## config.mk

```make
export PLATFORM = sky130hd
export DESIGN_NAME = count_responder
export DESIGN_NICKNAME = d
export VERILOG_FILES = /design/src/rtl/count_responder.sv
export SDC_FILE = /design/constraint.sdc
export NUM_CORES = 1
export LEC_CHECK = 0
export ABC_AREA = 1
export CORE_ASPECT_RATIO = 1.1
export CORE_MARGIN = 2
export CORE_UTILIZATION = 52
export DETAILED_ROUTE_END_ITERATION = 8
export PLACE_DENSITY_LB_ADDON = 0.12
export SYNTH_ARGS = -nofsm -noshare
export SYNTH_HDL_FRONTEND = slang
export SYNTH_SLANG_ARGS = --single-unit
```

## constraint.sdc

```tcl
create_clock -name clk -period 2.21 [get_ports clk]
set_clock_uncertainty 0.15 [all_clocks]
set_input_delay 0.221 -clock clk [delete_from_list [all_inputs] [get_ports clk]]
set_output_delay 0.221 -clock clk [all_outputs]
set_load 0.01 [all_outputs]
```

## src/rtl/count_responder.sv

```systemverilog
// Counting responder: latches a per-request limit, counts one per clock, and
// signals terminal count with a combinational exit and a registered done pulse.
module count_responder #(
    parameter int unsigned CW = 4
) (
    input  logic          clk,
    input  logic          rst_n,
    input  logic          req,
    input  logic [CW-1:0] len,
    input  logic          abort,
    output logic          ack,
    output logic          busy,
    output logic [CW-1:0] count,
    output logic          exit,
    output logic          done,
    output logic          ovf
);

    typedef enum logic [1:0] {
        IDLE = 2'd0,
        RUN  = 2'd1,
        DONE = 2'd2
    } state_t;

    state_t        state;
    state_t        state_d;
    logic [CW-1:0] lim_q;
    logic [CW-1:0] lim_d;
    logic [CW-1:0] pend_len;
    logic [CW-1:0] pend_len_d;
    logic [CW-1:0] count_d;
    logic          pend;
    logic          pend_d;
    logic          ack_d;
    logic          ovf_d;
    logic          queue_req;

    assign exit = (state == RUN) && !abort && (count >= lim_q);

    always_comb begin
        state_d    = state;
        lim_d      = lim_q;
        pend_d     = pend;
        pend_len_d = pend_len;
        ack_d      = 1'b0;
        ovf_d      = 1'b0;
        queue_req  = 1'b0;

        case (state)
            IDLE: begin
                if (req) begin
                    state_d = RUN;
                    lim_d   = len;
                    ack_d   = 1'b1;
                end
            end
            RUN: begin
                if (abort) begin
                    state_d = IDLE;
                    pend_d  = 1'b0;
                end else begin
                    if (count >= lim_q) begin
                        state_d = DONE;
                    end
                    queue_req = req;
                end
            end
            DONE: begin
                if (pend) begin
                    state_d   = RUN;
                    lim_d     = pend_len;
                    pend_d    = 1'b0;
                    queue_req = req;
                end else if (req) begin
                    state_d = RUN;
                    lim_d   = len;
                    ack_d   = 1'b1;
                end else begin
                    state_d = IDLE;
                end
            end
            default: state_d = IDLE;
        endcase

        // Slot availability is judged after consumption, so a request landing on
        // the cycle the pending entry is launched refills the slot instead of dropping.
        if (queue_req) begin
            if (!pend_d) begin
                pend_d     = 1'b1;
                pend_len_d = len;
                ack_d      = 1'b1;
            end else begin
                ovf_d = 1'b1;
            end
        end

        if ((state == RUN) && (state_d != IDLE)) begin
            count_d = count + 1'b1;
        end else begin
            count_d = '0;
        end
    end

    always_ff @(posedge clk or negedge rst_n) begin
        if (!rst_n) begin
            state    <= IDLE;
            lim_q    <= '0;
            pend     <= 1'b0;
            pend_len <= '0;
            count    <= '0;
            ack      <= 1'b0;
            busy     <= 1'b0;
            done     <= 1'b0;
            ovf      <= 1'b0;
        end else begin
            state    <= state_d;
            lim_q    <= lim_d;
            pend     <= pend_d;
            pend_len <= pend_len_d;
            count    <= count_d;
            ack      <= ack_d;
            busy     <= (state_d == RUN) || (state_d == DONE);
            done     <= (state_d == DONE);
            ovf      <= ovf_d;
        end
    end

endmodule
```

==> metrics.md, run 1 <==
| Metric | Value |
|---|---|
| Vias in the first global route | 822 |
| Max rail drop VDD | between 0.6 and 0.7 mV |
| Die H | 51.4 um |
| R2R Path End | count[2] |
| Crit path DAT | ~1.7 ns |
| Max Cap Viol | 0 |
| Initial core utilization | 0.537 |
| Synth warnings | 0 |
| Slew @ Worst Pin | roughly 0.25 ns |
| Worst Setup End Kind | output pin |
| Setup crit end | exit |
| Commonest non-fill, non-tap cell in the layout | nand2_1 |
| Met1 GRT Util | 0.236 |
| Total CTS buffers | 3 |
| DR WL/cell | approximately 11 um |
| Drt total wl | roughly 1900 um |
| Leakage | 0.705 nW |
| Gp weighted congestion | approximately 0.8 |
| WP buf/inv | 3 |
| Layer with the highest usage | met2 |
| Post-synthesis sequential area ratio | 0.448 |
| # IOs | 17 |
| Buffers on Ports | 16 |
| Max Fclk | between 400 and 500 MHz |
| 1st-iter DRT viols | 4 |
| CTS root buffer | clkbuf_4 |
| Cell repeated most along the worst path | nand2_1 |
| Placement Rows | 17 |
| Layout Nets | roughly 170 |
| Critical path's slowest cell | dfrtp_1 |
| Drt first pass iters | 4 |
| Setup TNS | 0 ns |
| Crit path kind | reg -> out |
| CP startpoint kind | flop |
| #FFs+latches synth | 19 |
| TritonCTS clock tree | built |
| Most frequent cells in the layout | nand2_1, inv_1, dfrtp_1 |
| HP Class | in -> async |
| DP Wirelength | roughly 1500 um |
| Slew Limit Fails | 0 |
| Cell Area, Synth | around 1100 um2 |
| Mapped Avg Cell Area | a little under 9 um2 |
| GRT Overall Usage | 0.205 |
| Die X | 47.1 um |
| Worst setup margin | about 0.14 ns |
| DRC | 0 |
| Design Area, Final | around 1300 um2 |
| Setup violations, final | 0 |
| Clk_lat worst skew | ~0.30 ns |
| CTS sink cnt | 19 |
| Routed Antenna Nets | 0 |
| Tcrit/Tclk final | 0.935 |
| GR Util met2 | 0.363 |
| Reg clk slew, reported paths | between 0.1 and 0.15 ns |
| Met3 Usage GRT | 0.0318 |
| Max clock buf depth | 2 |
| FF-to-FF setup slack | roughly 0.32 ns |
| Critical Path RT | ~1.8 ns |
| Post-Place Worst Slack | about 0.21 ns |
| Worst slew margin | 0.831 |
| Crit path from | count[2] |
| Die footprint | roughly 2400 um2 |
| Largest net degree at the start of global routing | 20 |
| RSZ-0062 raised after global routing | false |
| Crit Reg-Reg Startpoint | state[1] |
| Pwr dens | between 900 and 1000 nW/um2 |
| Worst R2R Path Depth | 11 |
| Status | completed |
| WP depth | 8 |
| Final hold vios | 0 |
| DP Area | 1260 um2 |
| First-pass GRT wire length | about 3500 um |
| Syn_nets | 140 |
| Crit-path max FO | 3 |
| Crit path cell chain | ha_1 -> nand2_1 -> inv_1 -> nand2_1 -> nand3_1 -> nand2_1 -> inv_1 -> dlygate4sd2_1 |
| Final min period | 2.07 ns |
| Antenna Cells | 0 |
| Layout cells sized above 1 | 0.144 |
| DR vias | approximately 850 |
| Slowest stage delay, CP | between 0.4 and 0.5 ns |
| Core Region | 1980 um2 |
| Area growth, synth to finish | 25.9% |
| Synth cell types | 20 |
| Mapped Cells | about 120 |
| CP delay by family, top | flip-flops |
| Initial antenna violation count | 0 |
| Via-per-instance ratio | about 4.9 |
| H-tree depth | 1 |
| Overflow after GRT | 0 |
==> per-stage QoR <==
| stage | instances | power (mW) | hold slack, ns | utilization |
|---|---|---|---|---|
| after floorplan | 121 | 0.948 | -0.225 | - |
| after global placement | 166 | 1.11 | 0.327 | 0.639 |
| after detailed placement | 166 | 1.14 | 0.339 | 0.639 |
| after CTS | 174 | 1.34 | 0.0971 | 0.676 |
| after global routing | 174 | 1.47 | 0.123 | 0.676 |
| final | 174 | 1.33 | 0.0909 | 0.676 |
==> cell usage after synthesis, drive strengths merged <==
| master | number | area (um2) |
|---|---|---|
| ha | 11 | 138 |
| nor2 | 11 | 48.8 |
| nand2 | 28 | 115 |
| dfrtp | 19 | 475 |
| o21ai | 11 | 66.3 |
| xor2 | 1 | 8.76 |
| a31oi | 4 | 25.0 |
| xnor2 | 1 | 8.76 |
| a21oi | 5 | 36.3 |
| or2 | 1 | 6.26 |
| o211ai | 1 | 7.51 |
| inv | 23 | 86.3 |
| nand4 | 2 | 12.5 |
| nand3 | 3 | 27.5 |
==> cells by family (layout without fill, tap and decap cells) <==
| kind of cell | Yosys count | in the layout | synth area share |
|---|---|---|---|
| flip-flops | 19 | 19 | 0.448 |
| AO/OA/AOI/OAI | 21 | 21 | 0.127 |
| AND/OR/NAND/NOR | 45 | 45 | 0.198 |
| XOR/XNOR | 2 | 2 | 0.0165 |
| adder cells (fa/ha/maj) | 11 | 11 | 0.130 |
| buffers and inverters | 23 | 48 | 0.0813 |
==> repair_timing <==
item	in CTS	in global routing
endpoints found under the setup margin	1	0
buffers inserted	4	0
gates resized for setup	3	0
hold buffers	0	0
==> power by group <==
group | leakage, nW | switching (mW) | internal [mW] | total (mW)
registers | 0.241 | 0.0637 | 0.467 | 0.531
clock network | 0.0177 | 0.111 | 0.0676 | 0.178
logic | 0.446 | 0.364 | 0.259 | 0.623
==> registers in the layout, indices dropped and copies added (netlist names) <==
name,cells
done,1
busy,1
ack,1
lim_q,4
pend,1
pend_len,4
state,2
ovf,1
count,4
==> metal layers <==
layer,wire (um),vias up
met4,39,0
met3,76,5
met1,810,388
met2,1010,19
met5,0,-
li1,-,434
==> layout make-up <==
type	instances	area (um2)
repair buffers	21	196
inverters	23	86.3
clock inverters	1	5.00
fillers	163	641
multi-input cells	79	517
clock buffers	3	22.5
well taps	28	35.0
flip-flops and latches	19	475
==> worst min path at each step <==
| stage | cells after the start | start | to |
|---|---|---|---|
| after CTS | 2 | rst_n | count[3] |
| after detailed placement | 2 | pend_len[0] | pend_len[0] |
| after global routing | 2 | rst_n | count[2] |
| after global placement | 2 | pend_len[3] | pend_len[3] |
| final | 2 | rst_n | lim_q[0] |
| after floorplan | 0 | rst_n | ack |
No activity file was read; power rests on OpenSTA's default activity.
==> run 2, diff against run 1 <==
CORE_MARGIN = default   (was 2)
CORE_UTILIZATION = 56   (was 52)
clock period = 2.4 ns   (was 2.21 ns; I/O delays follow)
==> run 2 against run 1 <==
The run now ends with design-rule violations left. Die area decreased by 14%. Sequential power decreased by 7.5%. Utilization increased by 5.6 points. Non-clock buffer count decreased by 1.
==> metrics.md, run 2 (same netlist as run 1, synthesis figures left out) <==
| Metric | Value |
|---|---|
| Status | finished with violations |
| Failing checks | design-rule violations |
| DR WL/cell | 12.0 um (+7.1%) |
| Commonest non-fill, non-tap cell in the layout | nand2_1 |
| Critical Path RT | 2.01 ns (+0.17 ns) |
| Slowest stage delay, CP | 0.42 ns (about the same) |
| Worst setup margin | 0.300 ns (+0.157 ns) |
| Die H | 47.7 um (-7.2%) |
| Area growth, synth to finish | 22.9% |
| Routed Antenna Nets | 0 (unchanged) |
| DRC | 4 (+4) |
| Initial antenna violation count | 0 (unchanged) |
| Vias in the first global route | 733 (-11%) |
| H-tree depth | 1 (unchanged) |
| Filler Cell Count | 150 (-8.0%) |
| RSZ-0062 raised after global routing | false |
| TritonCTS clock tree | built |
| Max Cap Viol | 0 (unchanged) |
| Crit path kind | reg -> out |
| Crit Reg-Reg Startpoint | count[3] |
| Critical path's slowest cell | dfrtp_1 |
| Clk_lat worst skew | 0.32 ns (+0.02 ns) |
| DP Wirelength | 1470 um (-1.3%) |
| Via-per-instance ratio | 5.04 (+3.7%) |
| Tcrit/Tclk final | 0.875 |
| Most frequent cells in the layout | nand2_1, inv_1, dfrtp_1 |
| Crit path cell chain | ha_1 -> a21oi_1 -> nand3_1 -> nand2_1 -> inv_1 -> dlymetal6s2s_1 |
| Max clock buf depth | 2 (unchanged) |
| Buffers on Ports | 16 (unchanged) |
| Die X | 43.5 um (-7.6%) |
| Crit path DAT | 1.71 ns (about the same) |
| GRT Overall Usage | 0.212 (+0.00633) |
| Post-Place Worst Slack | 0.383 ns (+0.177 ns) |
| HP Class | in -> async |
| Pwr dens | 945 nW/um2 (-5.1%) |
| Placement Rows | 16 (-1) |
| Max Fclk | ~480 MHz |
| Slew @ Worst Pin | 0.255 ns (+0.00160 ns) |
| Worst R2R Path Depth | 9 (-2) |
| Die footprint | 2080 um2 (-14%) |
| CP startpoint kind | flop |
| Overall power | 1.23 mW (-7.4%) |
| Largest registers | count: 4 flops, lim_q: 4 flops, pend_len: 4 flops |
| Reg clk slew, reported paths | 0.12 ns (about the same) |
| Overflow after GRT | 0 (unchanged) |
| 1st-iter DRT viols | 19 (+15) |
| Gp weighted congestion | 0.800 (+0.92%) |
| Initial core utilization | 0.596 (+0.0592) |
| Largest net degree at the start of global routing | 20 (unchanged) |
| Total CTS buffers | 3 (unchanged) |
| Max rail drop VDD | 0.595 mV (-13%) |
| Crit-path max FO | 3 (unchanged) |
| CTS sink cnt | 19 (unchanged) |
| # IOs | 17 (unchanged) |
| Leakage | 0.714 nW (+1.3%) |
| Drt total wl | 1950 um (+0.36%) |
| CP delay by family, top | flip-flops |
| WP depth | 6 (-2) |
| DR vias | 822 (-2.8%) |
| First-pass GRT wire length | 3040 um (-13%) |
| Drt first pass iters | 6 (+2) |
| Layout cells sized above 1 | 0.124 (-0.0197) |
| Crit path from | count[3] |
| WP buf/inv | 2 (-1) |
| CTS root buffer | clkbuf_4 |
| Final hold vios | 0 (unchanged) |
| Layout Nets | 165 (-0.60%) |
| Core Region | 1780 um2 (-9.9%) |
| Worst slew margin | 0.830 (-0.00132) |
| Slew Limit Fails | 0 (unchanged) |
| Setup TNS | 0 ns (unchanged) |
| Worst Setup End Kind | output pin |
| Final min period | roughly 2.1 ns |
| Antenna Cells | 0 (unchanged) |
| Setup violations, final | 0 (unchanged) |
-- run 2: metal layers --
layer | wire length, um | up-vias | part of all wire | track usage
met2 | 1020 | 15 | 0.52 | 0.367
met3 | 70 | 6 | 0.036 | 0.0377
met1 | 813 | 371 | 0.42 | 0.251
met4 | 46 | 0 | 0.024 | 0.131
li1 | - | 430 | - | -
met5 | 0 | - | 0 | 0
-- run 2: what timing repair did --
| item | CTS | global route |
|---|---|---|
| gates resized for setup | 0 | 1 |
| buffers inserted | 0 | 3 |
| setup endpoints to repair | 0 | 1 |
| hold buffers | 0 | 0 |
| hold endpoints to repair | 0 | 0 |
-- run 2: final timing paths --
path                            slack (ns)     endpoint
min in group clk                      0.34  pend_len[1]
worst max-delay path                  0.30         exit
worst min register to register        0.36     count[0]
worst min-delay path                   0.1     lim_q[0]
worst max register to register        0.48     count[3]
max in group asynchronous             1.80  pend_len[2]
-- run 2: report_power, final --
part           internal, mW  switching (mW)
Combinational         0.238           0.332
Clock                0.0625           0.111
Sequential            0.430          0.0607
Total                 0.730           0.504
-- run 2: area by class of cell --
class,count,area (um2),share of cell area
multi-input cells,79,500,0.384
flip-flops and latches,19,475,0.364
repair buffers,20,193,0.148
inverters,23,86.3,0.0662
clock buffers,3,22.5,0.0173
well taps,18,22.5,0.0173
clock inverters,1,5.00,0.00384
-- run 2: metrics by stage --
stage                     hold WS [ns]  std cells  utilization  instance area (um2)
after CTS                        0.113        160        0.718                 1280
after global placement           0.330        156        0.703                 1250
after floorplan                 -0.206        121            -                 1060
after global routing             0.122        163        0.732                 1310
after detailed placement         0.342        156        0.703                 1250
final                           0.0989        163        0.732                 1310
==> run 3, diff against run 2 <==
CORE_UTILIZATION = 59   (was 56)
CTS_BUF_LIST = sky130_fd_sc_hd__clkbuf_8   (was default)
PLACE_DENSITY_LB_ADDON = 0.3   (was 0.12)
==> run 3 against run 2 <==
The run now ends clean. Setup slack worse by 0.20 ns. Die area is 4.9% lower. Sequential power increased by 2%. Fmax fell by 8.7%. Non-clock buffer count decreased by 3. Count of clock-buffer cells in the layout is the same. Cell count fell by 2.5%. Combinational power rose by 2%. Sequential cell count is the same. Sequential share of layout area rose by 0.21 points. First-iteration DRC count grew 63%. Register-to-register slack got worse by 0.06 ns. Critical path type unchanged. Critical endpoint unchanged. Largest power group unchanged. Highest routed layer unchanged.
==> metrics.md, run 3 (same netlist as run 1, synthesis figures left out) <==
| Metric | Value |
|---|---|
| Status | completed |
| Count of hold-fix buffers inserted at cts | 0 (unchanged) |
| Placement Rows | 15 (-1) |
| Crit path cell chain | ha_1 -> a21oi_1 -> nand3_1 -> nand2_1 -> inv_1 -> clkdlybuf4s50_1 |
| Die X | 42.5 um (-2.5%) |
| DR WL/cell | 13.6 um (+14%) |
| Vias in the first global route | 806 (+10%) |
| Slowest stage delay, CP | 0.47 ns (+0.05 ns) |
| Overflow after GRT | 0 (unchanged) |
| H-tree depth | 1 (unchanged) |
| 1st-iter DRT viols | 31 (+12) |
| Die H | 46.5 um (-2.5%) |
| Post CTS Setup Buffer Count | 0 (unchanged) |
| Final core occ | 0.795 (+0.0622) |
| # IOs | 17 (unchanged) |
| Worst Setup End Kind | output pin |
| CTS root buffer | clkbuf_8 |
| HP Class | in -> async |
| Max clock buf depth | 2 (unchanged) |
| Crit path kind | reg -> out |
| Drt total wl | 2170 um (+11%) |
| RSZ-0062 raised after global routing | false |
| Area growth, synth to finish | 22.1% |
| Layout Nets | 162 (-1.8%) |
| Crit path DAT | 1.91 ns (+0.20 ns) |
| Total CTS buffers | 3 (unchanged) |
| Max Cap Viol | 0 (unchanged) |
| Drt first pass iters | 5 (-1) |
| Most frequent cells in the layout | nand2_1, inv_1, dfrtp_1 |
| Leakage | 0.687 nW (-3.8%) |
| # resized after CTS | 0 (unchanged) |
| Pwr dens | 1000 nW/um2 (+6.3%) |
| GRT Overall Usage | 0.244 (+0.0323) |
| Largest net degree at the start of global routing | 20 (unchanged) |
| Gp weighted congestion | 0.859 (+7.4%) |
| Core Region | 1630 um2 (-8.4%) |
| TritonCTS clock tree | built |
| Largest registers | count: 4 flops, lim_q: 4 flops, pend_len: 4 flops |
| Via-per-instance ratio | 5.48 (+8.6%) |
| Layout cells sized above 1 | 0.106 (-0.0185) |
| Setup violations, final | 0 (unchanged) |
| Commonest non-fill, non-tap cell in the layout | nand2_1 |
| Tcrit/Tclk final | 0.958 (+0.0835) |
| Filler Cell Count | 108 (-28%) |
| Max Fclk | 435 MHz (-8.7%) |
| Max rail drop VDD | 0.716 mV (+20%) |
| CP startpoint kind | flop |
| Clk_lat worst skew | 0.26 ns (-0.06 ns) |
| Worst R2R Path Depth | 11 (+2) |
| Initial antenna violation count | 0 (unchanged) |
| Final hold vios | 0 (unchanged) |
| Critical Path RT | 2.01 ns (about the same) |
| Initial core utilization | 0.651 (+0.0544) |
| DR vias | 871 (+6.0%) |
| Routed Antenna Nets | 0 (unchanged) |
| Final min period | 2.30 ns (+0.201 ns) |
| Crit-path max FO | 3 (unchanged) |
| Die footprint | 1970 um2 (-4.9%) |
| DP Wirelength | 1650 um (+13%) |
| Worst slew margin | 0.814 (-0.0159) |
| First-pass GRT wire length | 3420 um (+12%) |
| Setup TNS | 0 ns (unchanged) |
| Reg clk slew, reported paths | 0.07 ns (-0.05 ns) |
| CTS sink cnt | 19 (unchanged) |
| Slew Limit Fails | 0 (unchanged) |
| DRC | 0 (-4) |
| Buffers on Ports | 16 (unchanged) |
| Slew @ Worst Pin | 0.278 ns (+0.0238 ns) |
| Antenna Cells | 0 (unchanged) |
| Critical path's slowest cell | clkdlybuf4s50_1 |
## run 3: power breakdown
| part | switching [mW] | leakage, nW | total (mW) | internal, mW |
|---|---|---|---|---|
| logic | 0.352 | 0.421 | 0.580 | 0.228 |
| registers | 0.0690 | 0.241 | 0.500 | 0.431 |
| clock network | 0.108 | 0.0255 | 0.223 | 0.116 |
| total | 0.529 | 0.687 | 1.30 | 0.775 |
## run 3: layer usage
layer,vias to the layer above,global-route usage,share of wire,routed length (um)
li1,425,-,-,-
met1,414,0.241,0.39,847
met2,24,0.480,0.54,1180
met3,8,0.0510,0.040,86
met4,0,0.131,0.026,56
met5,-,0,0,0
## run 3: metrics by stage
stage	cells	area (um2)	hold slack, ns	total power, mW	worst slack (ns)
4_1_cts	159	1300	0.162	1.30	0.103
6_report	159	1300	0.150	1.30	0.0998
5_1_grt	159	1300	0.199	1.39	0.0278
3_5_place_dp	155	1250	0.339	1.07	0.333
3_3_place_gp	155	1250	0.327	1.02	0.414
2_1_floorplan	121	1060	-0.206	0.873	0.627
## run 3: worst max-delay path: cells and delay by family (launching register included)
family / cells / cell delay [ns]
flip-flops: 1 / 0.41
AND/OR/NAND/NOR: 2 / 0.20
buffers and inverters: 2 / 0.52
AO/OA/AOI/OAI: 1 / 0.20
adder cells (fa/ha/maj): 1 / 0.33
## run 3: final timing paths
kind,start,endpoint,slack (ns)
worst max-delay path,count[3],exit,0.1
worst min-delay path,rst_n,count[1],0.15
worst max register to register,state[0],count[3],0.42
worst min register to register,pend_len[0],pend_len[0],0.35
max in group asynchronous,rst_n,state[1],1.75
min in group clk,pend_len[0],pend_len[0],0.35
## run 3: area by class of cell
class | count | area [um2] | area share
Timing Repair Buffer | 17 | 168 | 0.129
Clock buffer | 3 | 41.3 | 0.0318
Tap cell | 17 | 21.3 | 0.0164
Inverter | 23 | 86.3 | 0.0665
Multi-Input combinational cell | 79 | 500 | 0.386
Sequential cell | 19 | 475 | 0.366
Clock inverter | 1 | 5.00 | 0.00386
